===== src/rtl/ifu_bram_fetch_if.sv =====
// Fetch-unit bus: core request/response handshake plus the BRAM read port.
// slave is the fetch unit; master is the core/memory side that drives it.
interface ifu_bram_fetch_if #(
  parameter int XLEN   = 32,
  parameter int ADDR_W = 10,
  parameter int CNT_W  = 32
);
  logic              req_valid;
  logic              req_ready;
  logic [XLEN-1:0]   req_pc;
  logic              flush;
  logic              ram_en;
  logic [ADDR_W-1:0] ram_addr;
  logic [XLEN-1:0]   ram_dout;
  logic              inst_valid;
  logic              inst_ready;
  logic [XLEN-1:0]   inst;
  logic [XLEN-1:0]   inst_pc;
  logic              inst_fault;
  logic [CNT_W-1:0]  fetch_cnt;

  modport slave (
    input  req_valid, req_pc, flush, ram_dout, inst_ready,
    output req_ready, ram_en, ram_addr, inst_valid, inst, inst_pc, inst_fault, fetch_cnt
  );

  modport master (
    output req_valid, req_pc, flush, ram_dout, inst_ready,
    input  req_ready, ram_en, ram_addr, inst_valid, inst, inst_pc, inst_fault, fetch_cnt
  );
endinterface


===== src/rtl/ifu_bram_fetch.sv =====
// Instruction fetch unit in front of a 1-cycle-latency single-port BRAM.
// Byte PCs become word addresses; misaligned/out-of-range PCs return a fault NOP.
module ifu_bram_fetch #(
  parameter int              XLEN      = 32,
  parameter int              ADDR_W    = 10,
  parameter logic [XLEN-1:0] BASE_ADDR = 32'h8000_0000,
  parameter logic [XLEN-1:0] NOP_INST  = 32'h0000_0013,
  parameter int              CNT_W     = 32
) (
  input  logic           clk,
  input  logic           rst,
  ifu_bram_fetch_if.slave bus
);

  typedef enum logic [1:0] {IDLE, BUSY, FULL} state_e;

  state_e            state_q;
  logic [XLEN-1:0]   pc_q;
  logic [XLEN-1:0]   inst_q;
  logic [XLEN-1:0]   inst_pc_q;
  logic              fault_q;
  logic [CNT_W-1:0]  cnt_q;
  logic [ADDR_W-1:0] addr_q;

  logic [XLEN-1:0]   off;
  logic              pc_ok;
  logic              req_ready;
  logic              accept;
  logic              ram_en;
  logic              inst_valid;

  // Wrapping subtract makes PCs below BASE_ADDR look huge, so one range test covers both ends.
  assign off        = bus.req_pc - BASE_ADDR;
  assign pc_ok      = (bus.req_pc[1:0] == 2'b00) && ((off >> (ADDR_W + 2)) == '0);
  assign inst_valid = (state_q == FULL);
  assign req_ready  = !rst && !bus.flush &&
                      ((state_q == IDLE) || ((state_q == FULL) && bus.inst_ready));
  assign accept     = bus.req_valid && req_ready;
  assign ram_en     = accept && pc_ok;

  assign bus.req_ready  = req_ready;
  assign bus.ram_en     = ram_en;
  assign bus.ram_addr   = ram_en ? off[ADDR_W+1:2] : addr_q;
  assign bus.inst_valid = inst_valid;
  assign bus.inst       = inst_q;
  assign bus.inst_pc    = inst_pc_q;
  assign bus.inst_fault = fault_q;
  assign bus.fetch_cnt  = cnt_q;

  always_ff @(posedge clk) begin
    if (rst) begin
      state_q   <= IDLE;
      pc_q      <= '0;
      inst_q    <= '0;
      inst_pc_q <= '0;
      fault_q   <= 1'b0;
      cnt_q     <= '0;
      addr_q    <= '0;
    end else begin
      // Delivery counts even in a flush cycle.
      if (inst_valid && bus.inst_ready) cnt_q <= cnt_q + CNT_W'(1);
      if (ram_en) addr_q <= off[ADDR_W+1:2];

      if (bus.flush) begin
        state_q <= IDLE;
      end else begin
        case (state_q)
          BUSY: begin
            inst_q    <= bus.ram_dout;
            inst_pc_q <= pc_q;
            fault_q   <= 1'b0;
            state_q   <= FULL;
          end
          IDLE, FULL: begin
            if (accept) begin
              if (pc_ok) begin
                pc_q    <= bus.req_pc;
                state_q <= BUSY;
              end else begin
                inst_q    <= NOP_INST;
                inst_pc_q <= bus.req_pc;
                fault_q   <= 1'b1;
                state_q   <= FULL;
              end
            end else if (state_q == FULL && bus.inst_ready) begin
              state_q <= IDLE;
            end
          end
          default: state_q <= IDLE;
        endcase
      end
    end
  end

endmodule


===== src/flat_wrapper.sv =====
// flat-port wrapper written by rule: the top's interface ports become plain ports
module ifu_bram_fetch_flat 
#(
  parameter int              XLEN      = 32,
  parameter int              ADDR_W    = 10,
  parameter logic [XLEN-1:0] BASE_ADDR = 32'h8000_0000,
  parameter logic [XLEN-1:0] NOP_INST  = 32'h0000_0013,
  parameter int              CNT_W     = 32
)
  (clk, rst, bus_req_valid, bus_req_pc, bus_flush, bus_ram_dout, bus_inst_ready, bus_req_ready, bus_ram_en, bus_ram_addr, bus_inst_valid, bus_inst, bus_inst_pc, bus_inst_fault, bus_fetch_cnt);
  ifu_bram_fetch_if #(.XLEN(XLEN), .ADDR_W(ADDR_W), .CNT_W(CNT_W)) bus_i ();
  input  logic clk;
  input  logic rst;
  input wire logic [$bits(bus_i.req_valid)-1:0] bus_req_valid;
  input wire logic [$bits(bus_i.req_pc)-1:0] bus_req_pc;
  input wire logic [$bits(bus_i.flush)-1:0] bus_flush;
  input wire logic [$bits(bus_i.ram_dout)-1:0] bus_ram_dout;
  input wire logic [$bits(bus_i.inst_ready)-1:0] bus_inst_ready;
  output wire logic [$bits(bus_i.req_ready)-1:0] bus_req_ready;
  output wire logic [$bits(bus_i.ram_en)-1:0] bus_ram_en;
  output wire logic [$bits(bus_i.ram_addr)-1:0] bus_ram_addr;
  output wire logic [$bits(bus_i.inst_valid)-1:0] bus_inst_valid;
  output wire logic [$bits(bus_i.inst)-1:0] bus_inst;
  output wire logic [$bits(bus_i.inst_pc)-1:0] bus_inst_pc;
  output wire logic [$bits(bus_i.inst_fault)-1:0] bus_inst_fault;
  output wire logic [$bits(bus_i.fetch_cnt)-1:0] bus_fetch_cnt;
  assign bus_i.req_valid = bus_req_valid;
  assign bus_i.req_pc = bus_req_pc;
  assign bus_i.flush = bus_flush;
  assign bus_i.ram_dout = bus_ram_dout;
  assign bus_i.inst_ready = bus_inst_ready;
  assign bus_req_ready = bus_i.req_ready;
  assign bus_ram_en = bus_i.ram_en;
  assign bus_ram_addr = bus_i.ram_addr;
  assign bus_inst_valid = bus_i.inst_valid;
  assign bus_inst = bus_i.inst;
  assign bus_inst_pc = bus_i.inst_pc;
  assign bus_inst_fault = bus_i.inst_fault;
  assign bus_fetch_cnt = bus_i.fetch_cnt;
  ifu_bram_fetch #(.XLEN(XLEN), .ADDR_W(ADDR_W), .BASE_ADDR(BASE_ADDR), .NOP_INST(NOP_INST), .CNT_W(CNT_W)) u_core (.clk(clk), .rst(rst), .bus(bus_i));
endmodule

===== config.mk =====
export PLATFORM = sky130hd
export DESIGN_NAME = ifu_bram_fetch_flat
export DESIGN_NICKNAME = d
export VERILOG_FILES = /design/src/rtl/ifu_bram_fetch_if.sv /design/src/rtl/ifu_bram_fetch.sv /design/src/flat_wrapper.sv
export SDC_FILE = /design/constraint.sdc
export NUM_CORES = 1
export LEC_CHECK = 0
export CAP_MARGIN = 10
export CORE_MARGIN = 2
export CORE_UTILIZATION = 35
export DETAILED_ROUTE_END_ITERATION = 10
export PLACE_DENSITY_LB_ADDON = 0.05
export RECOVER_POWER = 25
export SLEW_MARGIN = 20
export SYNTH_ARGS = -nofsm -noshare
export SYNTH_HDL_FRONTEND = slang
export SYNTH_SLANG_ARGS = --single-unit

===== constraint.sdc =====
create_clock -name clk -period 6.3 [get_ports clk]
set_input_delay 0.945 -clock clk [delete_from_list [all_inputs] [get_ports clk]]
set_output_delay 0.945 -clock clk [all_outputs]
set_load 0.03 [all_outputs]

==> impl_metrics.ini <==
[placement]
gp_congestion = 0.768
placed_cell_area_um2 = 7760
place_hpwl_mm = 10.9
place_ws_ns = 1.49
io_buffers = 178

[setup_path]
start_kind = input pin
cp.required_ns = 5.35
crit_fanout = 26
cp_slowest_cell = clkdlybuf4s50_1
slowest_delay_ns = 0.61
crit_chain = clkdlybuf4s50_1 -> nor4_1 -> and4_1 -> and3_1 -> buf_4 -> o21ai_0 -> clkdlybuf4s50_1
crit_path_end_kind = primary output
rr_worst_depth = 5
crit_top_cell = clkdlybuf4s50_1
worstPathArrival_ns = 3.93
critPathKind = input pin to primary output

[timing]
period_share_pct = 77.3
slew_headroom_pct = -24.7
final-max-slew-violation-count = 43
worst_pin_slew_ns = 1.87
finalWorstPathRequiredPeriod_ns = 4.87
setup_viol = 0
rsz0062_at_grt = false
finClkSkew_ns = 0.00921
clock.fmax_mhz = 205
setup_ws_ns = 1.43
hold_viol = 0
tns_ns = 0

[cts]
post_cts_buffers = 0
cts_made_buffers = 17
path_clk_slew_ns = 0.06
cts_tree = built
htreeDepth = 4
ctsResizeCount = 0
clock_latency_ns = 0.41
clockBufferDepth = 2
holdBufCountCts = 0
clkSinkCount = 141
cts-root-buf = clkbuf_16

[synth]
yosys_warnings = 0
yosysUniqueCellTypes = 46
syn_inst = 606
synth_most_common_cell = dfxtp_1
synth_area_leaders = dfxtp_1, mux2_2, mux2i_1
netlist_area_um2 = 5820
synth_fp_nets = 676
ys_async_sr_fraction_pct = 0
synth_edf_count = 0
yosys.area.top_type_share_pct = 48.5
synthFlopType = dfxtp_1
yosys_register_bits = 141
syn_area_per_cell_um2 = 9.60
synth_common_cells = dfxtp_1, nand2_1, clkbuf_1, mux2_2, mux2i_1
synth_top_cell_by_area = dfxtp_1
ys_seq_area_share_pct = 48.5

[detailed_routing]
vias = 5124
viasPerCell = 5.14
firstDrtPassIters = 5
drcViolationCount = 0
antenna_left = 0
drt-total-wl_mm = 15.8
wl_per_cell_um = 15.8
drt_iter0_drc = 233

[power_and_ir_drop]
vdd_drop_max_mv = 0.171
power_leakage_uw = 0.00322
comb_power_share_pct = 6.7
clkPwrFrac_pct = 50.6
swShare_pct = 22.2
p_int_uw = 1650
power_density_nw_per_um2 = 252
p_seq_share_pct = 42.7
switchingPower_uw = 470

[die]
ios = 179
die_h_um = 133
core_area_um2 = 16400
rows = 47
die_w_um = 133
die-area_um2 = 17700
initial_core_util_pct = 35.4

[finish]
drive_gt1_share_pct = 10.8
diodes = 0
synthToLayoutAreaGrowth_pct = 44.2
n_fill_cell = 1493
layout.nets = 834
final_area_um2 = 8390

[run_status]
violations = max-capacitance violations, max-slew violations
status = finished with violations

[grt]
grt_max_degree = 79
antenna_found_initial = 0
grt_pass1_vias = 4977
grt_use_total_pct = 17.8
grt_pass1_wl_mm = 25.4
gr-total-overflow = 0

[flow_run]
max_cap_viol_count = 1

[hold_path]
holdPathStages = 2
hold_class = flip-flop to flip-flop
layout make-up:
| class | instances | area [um^2] | area share [%] |
|---|---|---|---|
| Clock buffer | 19 | 443 | 5.28 |
| Clock inverter | 13 | 189 | 2.25 |
| Inverter | 14 | 52.6 | 0.627 |
| Multi-Input combinational cell | 405 | 2780 | 33.1 |
| Sequential cell | 141 | 2820 | 33.7 |
| Tap cell | 220 | 275 | 3.28 |
| Timing Repair Buffer | 185 | 1830 | 21.8 |
layout by cell type, fill, tap and decap left out, drive strengths merged, types with 19 or more instances in the layout:
master / synthesis / final
o31ai: 25 / 25
clkbuf: 34 / 19
clkdlybuf4s50: 0 / 127
o21ai: 29 / 29
a21oi: 25 / 25
dlygate4sd3: 0 / 50
a32o: 29 / 29
and2: 22 / 22
nand2: 84 / 84
mux2: 33 / 33
dfxtp: 141 / 141
mux2i: 32 / 32
nand4: 23 / 23
per-stage QoR:
| step | hold slack [ns] | power, uW | instances | util (%) |
|---|---|---|---|---|
| 6_report | 0.451 | 2120 | 997 | 51.1 |
| 5_1_grt | 0.468 | 2190 | 997 | 51.1 |
| 4_1_cts | 0.456 | 2150 | 997 | 51.1 |
| 3_5_place_dp | 0.440 | 1070 | 965 | 47.3 |
| 3_3_place_gp | 0.437 | 1070 | 965 | 47.2 |
| 2_1_floorplan | 0.424 | 991 | 606 | - |
critical path: cells and delay by family:
| kind | cells | cell delay, ns |
|---|---|---|
| and+or+nand+nor | 3 | 1.50 |
| buffers and inverters | 3 | 1.34 |
| AOI/OAI and AO/OA | 1 | 0.13 |
sequential cells by signal, indices dropped and copies added (netlist names):
name and flops:
u_core.addr_q 10, u_core.pc_q 32, u_core.state_q 2, u_core.bus.inst_pc 32
u_core.bus.inst 32, u_core.bus.inst_fault 1, u_core.bus.fetch_cnt 32
cells by family after synthesis:
logic type,Yosys count,synth area share [%]
flip-flops,141,48.5
AND/OR/NAND/NOR,215,19.8
adder cells (fa/ha/maj),1,0.215
multiplexers,65,11.9
AO/OA/AOI/OAI,114,13.7
buffers and inverters,60,4.39
XOR/XNOR,10,1.51
power groups by stage:
stage	clock [uW]	combinational, uW	sequential (uW)
floorplan	0	48.8	942
global placement	0	143	925
detailed placement	0	145	925
CTS	1100	145	905
global route	1140	152	906
finish	1070	142	905
final timing paths:
check,startpoint,endpoint,slack [ns]
min,u_core.bus.inst_pc[17]$_SDFFE_PP0P_,u_core.bus.inst_pc[17]$_SDFFE_PP0P_,0.45
max,bus_req_pc[27],bus_ram_addr[1],1.43
max reg2reg,u_core.state_q[0]$_SDFFE_PP0P_,u_core.bus.inst_pc[7]$_SDFFE_PP0P_,2.58
min reg2reg,u_core.bus.inst_pc[17]$_SDFFE_PP0P_,u_core.bus.inst_pc[17]$_SDFFE_PP0P_,0.45
routing by layer:
layer / up-vias / share of wire [%] / GRT usage [%]
met1: 2423 / 45 / 22.2
met4: 0 / 0.99 / 5.32
met3: 14 / 7.4 / 7.05
li1: 2528 / - / -
met5: - / 0 / 0
met2: 159 / 47 / 28.5
(Power assumes the default switching activity.)
